**src/rtl/calc_op_sequencer.sv**
```systemverilog
// Key-event front end for the 5-bit calculator: sequences A/op/B/equals, drives the add/sub
// stage and registers its result. Optional overflow flag built only when CALC_SEQ_OVF_EN is defined.
module calc_op_sequencer #(
  parameter int unsigned WIDTH = 5
) (
  input  logic             clk,
  input  logic             rst_n,
  input  logic             key_valid,
  input  logic [1:0]       key_type,
  input  logic [WIDTH-1:0] key_data,
  output logic [WIDTH-1:0] add_a,
  output logic [WIDTH-1:0] add_b,
  output logic             add_cin,
  output logic             add_mux_select,
  input  logic [WIDTH-1:0] add_sum,
  input  logic             add_cout,
  output logic [WIDTH-1:0] result,
  output logic             result_carry,
  output logic             result_ovf,
  output logic             result_valid,
  output logic             busy,
  output logic             err
);

  typedef enum logic [2:0] {
    StIdle,
    StHaveA,
    StHaveOp,
    StHaveB,
    StExec,
    StDone
  } state_e;

  localparam logic [1:0] KeyOperand  = 2'b00;
  localparam logic [1:0] KeyOperator = 2'b01;
  localparam logic [1:0] KeyEquals   = 2'b10;
  localparam logic [1:0] KeyClear    = 2'b11;

  state_e           state_q, state_d;
  logic [WIDTH-1:0] a_q, a_d;
  logic [WIDTH-1:0] b_q, b_d;
  logic             op_q, op_d;
  logic [WIDTH-1:0] result_q, result_d;
  logic             carry_q, carry_d;
  logic             valid_q, valid_d;
  logic             err_q, err_d;

  always_comb begin
    state_d  = state_q;
    a_d      = a_q;
    b_d      = b_q;
    op_d     = op_q;
    result_d = result_q;
    carry_d  = carry_q;
    valid_d  = 1'b0;
    err_d    = 1'b0;

    if (key_valid && key_type == KeyClear) begin
      // Clear wins even over the EXEC capture, so no result escapes.
      state_d  = StIdle;
      a_d      = '0;
      b_d      = '0;
      op_d     = 1'b0;
      result_d = '0;
      carry_d  = 1'b0;
    end else if (state_q == StExec) begin
      result_d = add_sum;
      carry_d  = add_cout;
      valid_d  = 1'b1;
      state_d  = StDone;
      err_d    = key_valid;
    end else if (key_valid) begin
      unique case (state_q)
        StIdle: begin
          if (key_type == KeyOperand) begin
            a_d     = key_data;
            state_d = StHaveA;
          end else begin
            err_d = 1'b1;
          end
        end
        StHaveA: begin
          if (key_type == KeyOperand) begin
            a_d = key_data;
          end else if (key_type == KeyOperator) begin
            op_d    = key_data[0];
            state_d = StHaveOp;
          end else begin
            err_d = 1'b1;
          end
        end
        StHaveOp: begin
          if (key_type == KeyOperand) begin
            b_d     = key_data;
            state_d = StHaveB;
          end else begin
            err_d = 1'b1;
          end
        end
        StHaveB: begin
          if (key_type == KeyOperand) begin
            b_d = key_data;
          end else if (key_type == KeyEquals) begin
            state_d = StExec;
          end else begin
            err_d = 1'b1;
          end
        end
        StDone: begin
          if (key_type == KeyOperator) begin
            a_d     = result_q;
            op_d    = key_data[0];
            state_d = StHaveOp;
          end else if (key_type == KeyOperand) begin
            a_d     = key_data;
            state_d = StHaveA;
          end else begin
            state_d = StExec;
          end
        end
        default: err_d = 1'b1;
      endcase
    end
  end

  always_ff @(posedge clk or negedge rst_n) begin
    if (!rst_n) begin
      state_q  <= StIdle;
      a_q      <= '0;
      b_q      <= '0;
      op_q     <= 1'b0;
      result_q <= '0;
      carry_q  <= 1'b0;
      valid_q  <= 1'b0;
      err_q    <= 1'b0;
    end else begin
      state_q  <= state_d;
      a_q      <= a_d;
      b_q      <= b_d;
      op_q     <= op_d;
      result_q <= result_d;
      carry_q  <= carry_d;
      valid_q  <= valid_d;
      err_q    <= err_d;
    end
  end

`ifdef CALC_SEQ_OVF_EN
  logic ovf_q, ovf_d;
  logic ovf_calc;

  // Sub overflows when operand signs differ; add when they match. Either way the sum sign flips.
  always_comb begin
    ovf_calc = (op_q ? (a_q[WIDTH-1] != b_q[WIDTH-1]) : (a_q[WIDTH-1] == b_q[WIDTH-1]))
               && (add_sum[WIDTH-1] != a_q[WIDTH-1]);
    ovf_d = ovf_q;
    if (key_valid && key_type == KeyClear) begin
      ovf_d = 1'b0;
    end else if (state_q == StExec) begin
      ovf_d = ovf_calc;
    end
  end

  always_ff @(posedge clk or negedge rst_n) begin
    if (!rst_n) begin
      ovf_q <= 1'b0;
    end else begin
      ovf_q <= ovf_d;
    end
  end

  assign result_ovf = ovf_q;
`else
  assign result_ovf = 1'b0;
`endif

  assign add_a          = a_q;
  assign add_b          = b_q;
  assign add_cin        = op_q;
  assign add_mux_select = op_q;
  assign result         = result_q;
  assign result_carry   = carry_q;
  assign result_valid   = valid_q;
  assign busy           = (state_q == StExec);
  assign err            = err_q;

endmodule

```
**config.mk**
```make
export PLATFORM = sky130hd
export DESIGN_NAME = calc_op_sequencer
export DESIGN_NICKNAME = d
export VERILOG_FILES = /design/src/rtl/calc_op_sequencer.sv
export SDC_FILE = /design/constraint.sdc
export NUM_CORES = 1
export LEC_CHECK = 0
export CORE_MARGIN = 2
export CORE_UTILIZATION = 45
export CTS_BUF_LIST = sky130_fd_sc_hd__clkbuf_16
export CTS_CLUSTER_DIAMETER = 150
export CTS_CLUSTER_SIZE = 8
export DETAILED_ROUTE_END_ITERATION = 8
export PLACE_DENSITY_LB_ADDON = 0.12
export SLEW_MARGIN = 25
export SYNTH_ARGS = -nofsm -noshare
export SYNTH_HDL_FRONTEND = slang
export SYNTH_SLANG_ARGS = --single-unit
```
**constraint.sdc**
```tcl
create_clock -name clk -period 3.42 [get_ports clk]
set_input_delay 0.684 -clock clk [delete_from_list [all_inputs] [get_ports clk]]
set_output_delay 0.684 -clock clk [all_outputs]
set_load 0.01 [all_outputs]
```
== After elaboration in Yosys (flattened, before gate mapping) ==
Index checks and enable logic that the tools add are counted.

* Output and inout port bits: 22
* Input port bits: 16
* Logic and storage cells: 86
* Flip-flop bits (word level): 22

* Multiplexer cells: 44
* Eq/ne operators: 16
* Reductions and logical operators: 18

{| class="wikitable"
|+ Operators with widths
! operator !! count
|-
| $mux 5 || 12
|-
| $mux 3 || 11
|-
| $ne 4x4->1 const B || 6
|-
| $mux 1 || 17
|-
| $pmux 3 s5 || 1
|-
| $pmux 5 s2 || 1
|-
| $reduce_bool 3->1 || 3
|-
| $reduce_and 4->1 || 2
|-
| $reduce_and 8->1 || 1
|-
| $reduce_bool 2->1 || 4
|-
| $reduce_bool 7->1 || 1
|-
| $eq 3x2->1 const B || 2
|-
| $eq 3x3->1 const B || 2
|-
| $reduce_or 2->1 || 3
|-
| $eq 2x2->1 const B || 2
|-
| $pmux 1 s4 || 1
|-
| $eq 3x1->1 const B || 1
|-
| $logic_not 3->1 || 1
|-
| $ne 3x3->1 const B || 1
|-
| $reduce_and 3->1 || 1
|-
| $eq 2x1->1 const B || 1
|-
| $logic_not 2->1 || 1
|-
| $ne 2x1->1 const B || 1
|-
| $pmux 1 s2 || 1
|-
| $logic_and 1x1->1 || 1
|}

== Longest topological paths before layout ==
Gate-level depths: netlist (run 1).

* Depth in word-level cells: 7
* Depth in mapped cells: 5
* Mapped depth without buffers: 3

== Worst setup path after synthesis (run 1) ==
OpenSTA, ideal clock, no wires.

* Path type: in2reg
* From: input key_type[0]
* To: register b_q[0], in the netlist add_b[0]
* Cell stages on the path: 4
* Buffers on the path: 1
* Arrival: 1.718 ns
* Required time: 3.341 ns
* Library setup time: 0.079 ns
* Slack: 1.622 ns
* Cells stage by stage: buf_6 or4b_4 a21boi_4 mux2i_1

* Cells in the longest elaborated chain, start to end: 4
* Elaborated cells on any way between the ends: 9
* Classes of those cells: 2 x eq/ne; 1 x mux; 6 x reduce/logical

{| class="wikitable"
|+ RTL lines
! item !! line !! text
|-
| start, declared || 9 || <nowiki>input logic [1:0] key_type,</nowiki>
|-
| $eq 2x2->1 || 58 || <nowiki>if (key_valid && key_type == KeyClear) begin</nowiki>
|-
| $logic_and 1x1->1 || 58 ||
|-
| $ne 2x1->1 (no line) / $reduce_bool 2->1 (equally long branches) || -- ||
|-
| $reduce_and 4->1 (no line) || -- ||
|-
| end signal, assigned || 130 || <nowiki>b_q <= '0;</nowiki>
|-
| end signal, assigned || 139 || <nowiki>b_q <= b_d;</nowiki>
|-
| end, declared || 41 || <nowiki>logic [WIDTH-1:0] b_q, b_d;</nowiki>
|}

Parallel ways exist; a longest one is shown, timed or not.
A chain may end at the register's enable or synchronous reset.

== Worst setup path after layout (run 1) ==
* From: register state_q[0]
* To: output busy

* Cells in the longest elaborated chain, start to end: 1

{| class="wikitable"
|+ RTL lines
! item !! line !! text
|-
| start, declared || 39 || <nowiki>state_e state_q, state_d;</nowiki>
|-
| start signal, assigned || 128 || <nowiki>state_q <= StIdle;</nowiki>
|-
| start signal, assigned || 137 || <nowiki>state_q <= state_d;</nowiki>
|-
| $eq 3x3->1 || 184 || <nowiki>assign busy = (state_q == StExec);</nowiki>
|-
| end, declared || 21 || <nowiki>output logic busy,</nowiki>
|}

Every way passes these cells.

==> results of run 1 <==
## through the flow
step,power [mW],instance area (um2)
2_1_floorplan,0.736,1190
3_3_place_gp,0.998,1530
3_5_place_dp,1.02,1530
4_1_cts,1.35,1630
5_1_grt,1.42,1630
6_report,1.34,1630
## final timing paths
| kind | endpoint | start | depth (start not counted) | slack (ns) |
|---|---|---|---|---|
| setup / recovery | busy | state_q[0]$_DFFE_PN0P_ | 3 | 0.99 |
| hold / removal | result_valid$_DFF_PN0_ | rst_n | 1 | 0.39 |
| setup reg to reg | add_b[2]$_DFFE_PN0P_ | state_q[1]$_DFFE_PN0P_ | 3 | 1.78 |
| hold reg to reg | add_a[3]$_DFFE_PN0P_ | add_a[3]$_DFFE_PN0P_ | 2 | 0.52 |
| max in group asynchronous | add_cin$_DFFE_PN0P_ | rst_n | 1 | 2.70 |
| min in group clk | add_a[3]$_DFFE_PN0P_ | add_a[3]$_DFFE_PN0P_ | 2 | 0.52 |
## worst max-delay path, delay by kind of cell (launching register included)
family,cells,cell delay [ns]
flops,1,0.50
simple gates,1,0.23
buf+inv,2,0.76
## sequential cells by signal, indices dropped and copies added, names as in the netlist
name	flops
err	1
add_cin	1
result_valid	1
add_b	5
result_carry	1
state_q	3
result	5
add_a	5
## cell type report
cell class | count | area, um2
clock inverter | 1 | 30.0
timing repair buffer | 37 | 363
inverter | 12 | 45.0
clock buffer | 3 | 75.1
sequential | 22 | 551
multi-input combinational | 75 | 528
fill | 212 | 848
tap | 30 | 37.5
## layer usage
metal | track usage [%] | vias to the layer above | part of all wire, %
li1 | - | 481 | -
met1 | 27.9 | 502 | 42
met2 | 30.3 | 47 | 49
met3 | 4.92 | 5 | 7.1
met4 | 6.62 | 0 | 1.2
met5 | 0 | - | 0
## cell usage in the layout, fill, tap and decap left out, drive strengths merged, types with 2 or more instances in the layout
cell	n
a21boi	3
nand2b	2
nor2b	3
o21ai	3
mux2i	12
clkbuf	3
clkdlybuf4s50	35
dfrtp	22
o311ai	5
a32oi	5
or3	5
a31oi	3
inv	12
a21oi	2
nor2	7
nand3	2
nand2	9
buf	2
## power by group through the flow
stage / Combinational, mW / Clock, mW / Sequential, mW
2_1_floorplan: 0.256 / 0 / 0.481
3_3_place_gp: 0.525 / 0 / 0.474
3_5_place_dp: 0.537 / 0 / 0.479
4_1_cts: 0.547 / 0.330 / 0.476
5_1_grt: 0.588 / 0.346 / 0.490
6_report: 0.539 / 0.323 / 0.474
## logic make-up (layout without fill, tap and decap cells)
kind of cell	Yosys count	in the layout	synth area share (%)
other cells	1	1	0.316
buf+inv	23	53	9.07
flops	22	22	46.4
mux	12	12	10.1
simple gates	35	35	16.1
compound gates	27	27	17.9
==> flow_summary.yaml, run 1 <==
synthesis:
  synthesis.nets: 136
  yosys_most_used_dff: "dfrtp_1"
  postSynthCellCount: 120
  async_reset_ff_share_pct: 100
  synth.lib_cells_used.distinct: 34
  post-synth-top-count-cell: "dfrtp_1"
  yosys-top-cells-count: "dfrtp_1, inv_1, mux2i_1"
  count_of_flip_flops_with_a_built_in_enable_after_synthesis: 0
  post-synth-top-area-fraction_pct: 46.4
  yosys_warnings: 0
  synth.avg_cell_area_um2: 9.88
  synth_top_cell_by_area: "dfrtp_1"
  postSynthRegisterBits: 22
  netlist_area_um2: 1190
  yosys-top-cells-area: "dfrtp_1, mux2i_1, inv_1"
  ys_seq_area_share_pct: 46.4
detailed_routing:
  remaining_drc_errors: 0
  avgRoutedWirePerCell_um: 15.9
  routed_via_density: 5.75
  drt_wl_total_mm: 2.86
  via_count: 1035
  postRouteAntennaNets: 0
  drtIter0Drc: 25
  drt_pre_antenna_iters: 4
clock_network:
  post_cts_hold_buffer_count: 0
  htreeDepth: 1
  numClockSinks: 22
  path_clk_slew_ns: 0.06
  clock_tree.root_cell: "clkbuf_16"
  clock_insertion_delay_worst_skew_ns: 0.25
  tritoncts.num_buffers: 3
  postCtsResizedCells: 0
  ctsLongestPathBuffers: 2
  cts_tree: "built"
  post-cts-setup-buffers: 0
critical_path:
  path_class: "register to primary output"
  critical_path.cell_chain: "nor3b_1 > buf_4 > clkdlybuf4s50_1"
  crit_path_top_delay_cell: "clkdlybuf4s50_1"
  worst_path_largest_cell_delay_ns: 0.55
  critical_path_arrival_ns: 1.75
  timing.critical_path.required_ns: 2.74
  setup.worst_path.start_class: "register"
  crit_path_end_kind: "primary output"
  crit_path_max_fanout: 12
timing:
  final_max_slew_viol_count: 0
  fin_crit_sh_pct: 71.1
  timing.max_slew.rel_slack_pct: 57.1
  timing.final.setup_violations: 0
  finalHoldViolations: 0
  finalWorstPathRequiredPeriod_ns: 2.43
  finalWorstSetupSlack_ns: 0.989
  holdWs_ns: 0.387
  maxClockFrequency_mhz: 411
  timing_worst_slew_pin_value_ns: 0.637
  setup_repair_after_global_routing_missed_its_margin: "false"
  totalNegativeSetupSlack_ns: 0
  finalClockSkew_ns: 0.00218
grt:
  largest_net_degree_at_the_start_of_global_routing: 23
  global_route.usage.total_pct: 20.0
  initial_antenna_violation_count: 0
  first_global_vias: 999
  globalRouteOverflowTotal: 0
  grt_first_pass_wirelength_mm: 4.95
power:
  static-leakage-power_nw: 0.697
  power.share.combinational_pct: 40.3
  intPower_mw: 0.902
  net-switching-power_mw: 0.435
  power.switching_fraction_pct: 32.6
  power_density_nw_per_um2: 821
  max-vdd-ir-drop_v: 0.000594
  clockPowerShare_pct: 24.2
  seq_power_share_pct: 35.5
floorplanning:
  rows: 18
  fp.dieArea_um2: 3060
  floorplan.die.height_um: 55.3
  width_of_the_die_um: 55.3
  io-pin-count: 38
  area_of_the_core_um2: 2480
  start_util_pct: 47.9
placed_design:
  post-dp-hpwl_mm: 2.01
  detailedPlace.worstSlack_ns: 0.828
  gp_congestion: 0.803
  port_buffers: 36
  placed_cells_incl_taps: 176
status:
  status: "complete, no violations"
final_layout:
  design.final.nets: 167
  syn2layout_area_growth_pct: 37.3
  diodes: 0
  drive_gt1_share_pct: 5.33
  finalNonFillerCells: 180
  finalCoreUtilization_pct: 65.8
flow_run:
  max-cap-violations: 0
min_path:
  hold_path.class: "input pin to async pin"
Power figures use the tool's default switching activity.
==> inputs of run 2 (changes only) <==
- clock period: 3.42 -> 2.3 ns (I/O delays scaled with it)
==> flow_summary.yaml, run 2 (synthesis gave the netlist of run 1 again) <==
status:
  status: "complete, no violations"
placed_design:
  post-dp-hpwl_mm: 2.07
  gp_congestion: 0.786
  port_buffers: 36
  placed_cell_area_um2: 1570
power:
  power_density_nw_per_um2: 1150
  clockPowerShare_pct: 19.2
  intPower_mw: 1.25
  power.switching_fraction_pct: 34.3
  net-switching-power_mw: 0.654
  static-leakage-power_nw: 0.714
  seq_power_share_pct: 34.8
  power.share.combinational_pct: 46.0
  max-vdd-ir-drop_v: 0.000812
  total_design_power_mw: 1.91
final_layout:
  most-common-layout-cells: "clkdlybuf4s50_1, dfrtp_1, inv_1, mux2i_1, nand2_1"
  mostFrequentLayoutCell: "clkdlybuf4s50_1"
  post_layout_instance_area_um2: 1650
  syn2layout_area_growth_pct: 39.3
  design.final.nets: 173
  layout.filler_cells: 205
  drive_gt1_share_pct: 7.69
  diodes: 0
clock_network:
  post_cts_hold_buffer_count: 0
  path_clk_slew_ns: 0.06
  post-cts-setup-buffers: 0
  cts_tree: "built"
  postCtsResizedCells: 0
  clock_tree.root_cell: "clkbuf_16"
  clock_insertion_delay_worst_skew_ns: 0.25
  tritoncts.num_buffers: 3
  ctsLongestPathBuffers: 2
  numClockSinks: 22
  htreeDepth: 1
timing:
  final_max_slew_viol_count: 0
  fin_crit_sh_pct: 94.6
  holdWs_ns: 0.511
  finalClockSkew_ns: 0.00317
  setup_repair_after_global_routing_missed_its_margin: "false"
  finalHoldViolations: 0
  timing.final.setup_violations: 0
  timing_worst_slew_pin_value_ns: 0.592
  finalWorstPathRequiredPeriod_ns: 2.18
  totalNegativeSetupSlack_ns: 0
  timing.max_slew.rel_slack_pct: 60.1
  maxClockFrequency_mhz: 460
grt:
  globalRouteOverflowTotal: 0
  initial_antenna_violation_count: 0
  global_route.usage.total_pct: 20.1
  first_global_vias: 1076
  largest_net_degree_at_the_start_of_global_routing: 23
  grt_first_pass_wirelength_mm: 4.97
critical_path:
  crit_path_end_kind: "primary output"
  path_class: "register to primary output"
  timing.critical_path.required_ns: 1.84
  crit_path_max_fanout: 6
  setup.worst_path.start_class: "register"
  critical_path_arrival_ns: 1.72
flow_run:
  max-cap-violations: 0
detailed_routing:
  drt_pre_antenna_iters: 4
  drt_wl_total_mm: 2.95
  drtIter0Drc: 33
  remaining_drc_errors: 0
  via_count: 1060
  routed_via_density: 5.70
  avgRoutedWirePerCell_um: 15.8
  postRouteAntennaNets: 0
floorplanning:
  area_of_the_core_um2: 2480
  fp.dieArea_um2: 3060
  floorplan.die.height_um: 55.3
  start_util_pct: 47.9
  io-pin-count: 38
  width_of_the_die_um: 55.3
  rows: 18
min_path:
  hold_path.class: "register to register"
==> run 2: cell type report <==
| type | instances | area (um2) | share of cell area (%) |
|---|---|---|---|
| clock inverters | 1 | 3.75 | 0.227 |
| well taps | 30 | 37.5 | 2.27 |
| flip-flops and latches | 22 | 551 | 33.3 |
| multi-input cells | 75 | 528 | 31.9 |
| inverters | 12 | 45.0 | 2.73 |
| clock buffers | 3 | 75.1 | 4.54 |
| repair buffers | 43 | 413 | 25.0 |
==> run 2: power groups by stage <==
stage	Combinational (mW)	Sequential (mW)	Clock, mW
after floorplan	0.380	0.715	0
after global placement	0.849	0.662	0
after detailed placement	0.871	0.668	0
after CTS	0.884	0.665	0.373
after global routing	0.952	0.687	0.397
final	0.878	0.664	0.367
==> run 2: worst max-delay path, stage by stage, from the launching register on <==
cell             delay (ns)
dfrtp_1                0.47
nor3b_1                0.37
clkdlybuf4s50_1        0.63
==> run 2: final timing paths <==
| kind | cells after the start | from | slack [ns] | to |
|---|---|---|---|---|
| setup reg to reg | 3 | state_q[2]$_DFFE_PN0P_ | 0.66 | add_b[4]$_DFFE_PN0P_ |
| min in group asynchronous | 2 | rst_n | 0.56 | add_b[4]$_DFFE_PN0P_ |
| hold reg to reg | 2 | add_a[3]$_DFFE_PN0P_ | 0.51 | add_a[3]$_DFFE_PN0P_ |
| max in group asynchronous | 2 | rst_n | 1.51 | add_b[0]$_DFFE_PN0P_ |
| setup / recovery | 2 | state_q[2]$_DFFE_PN0P_ | 0.12 | busy |
| hold / removal | 2 | add_a[3]$_DFFE_PN0P_ | 0.51 | add_a[3]$_DFFE_PN0P_ |
==> run 2: routing by layer <==
metal / vias to the layer above / GRT usage (%) / routed length (um)
met5: - / 0 / 0
met4: 0 / 4.18 / 15
met3: 3 / 5.15 / 189
met2: 35 / 34.7 / 1490
met1: 523 / 25.5 / 1250
li1: 499 / - / -
==> run 2: stage by stage <==
stage          utilization, %  setup WS [ns]  std cells
5_1_grt                  66.7         0.0744        186
3_3_place_gp             63.5          0.309        182
3_5_place_dp             63.5          0.259        182
4_1_cts                  66.7          0.175        186
6_report                 66.7          0.124        186
2_1_floorplan               -          0.726        120
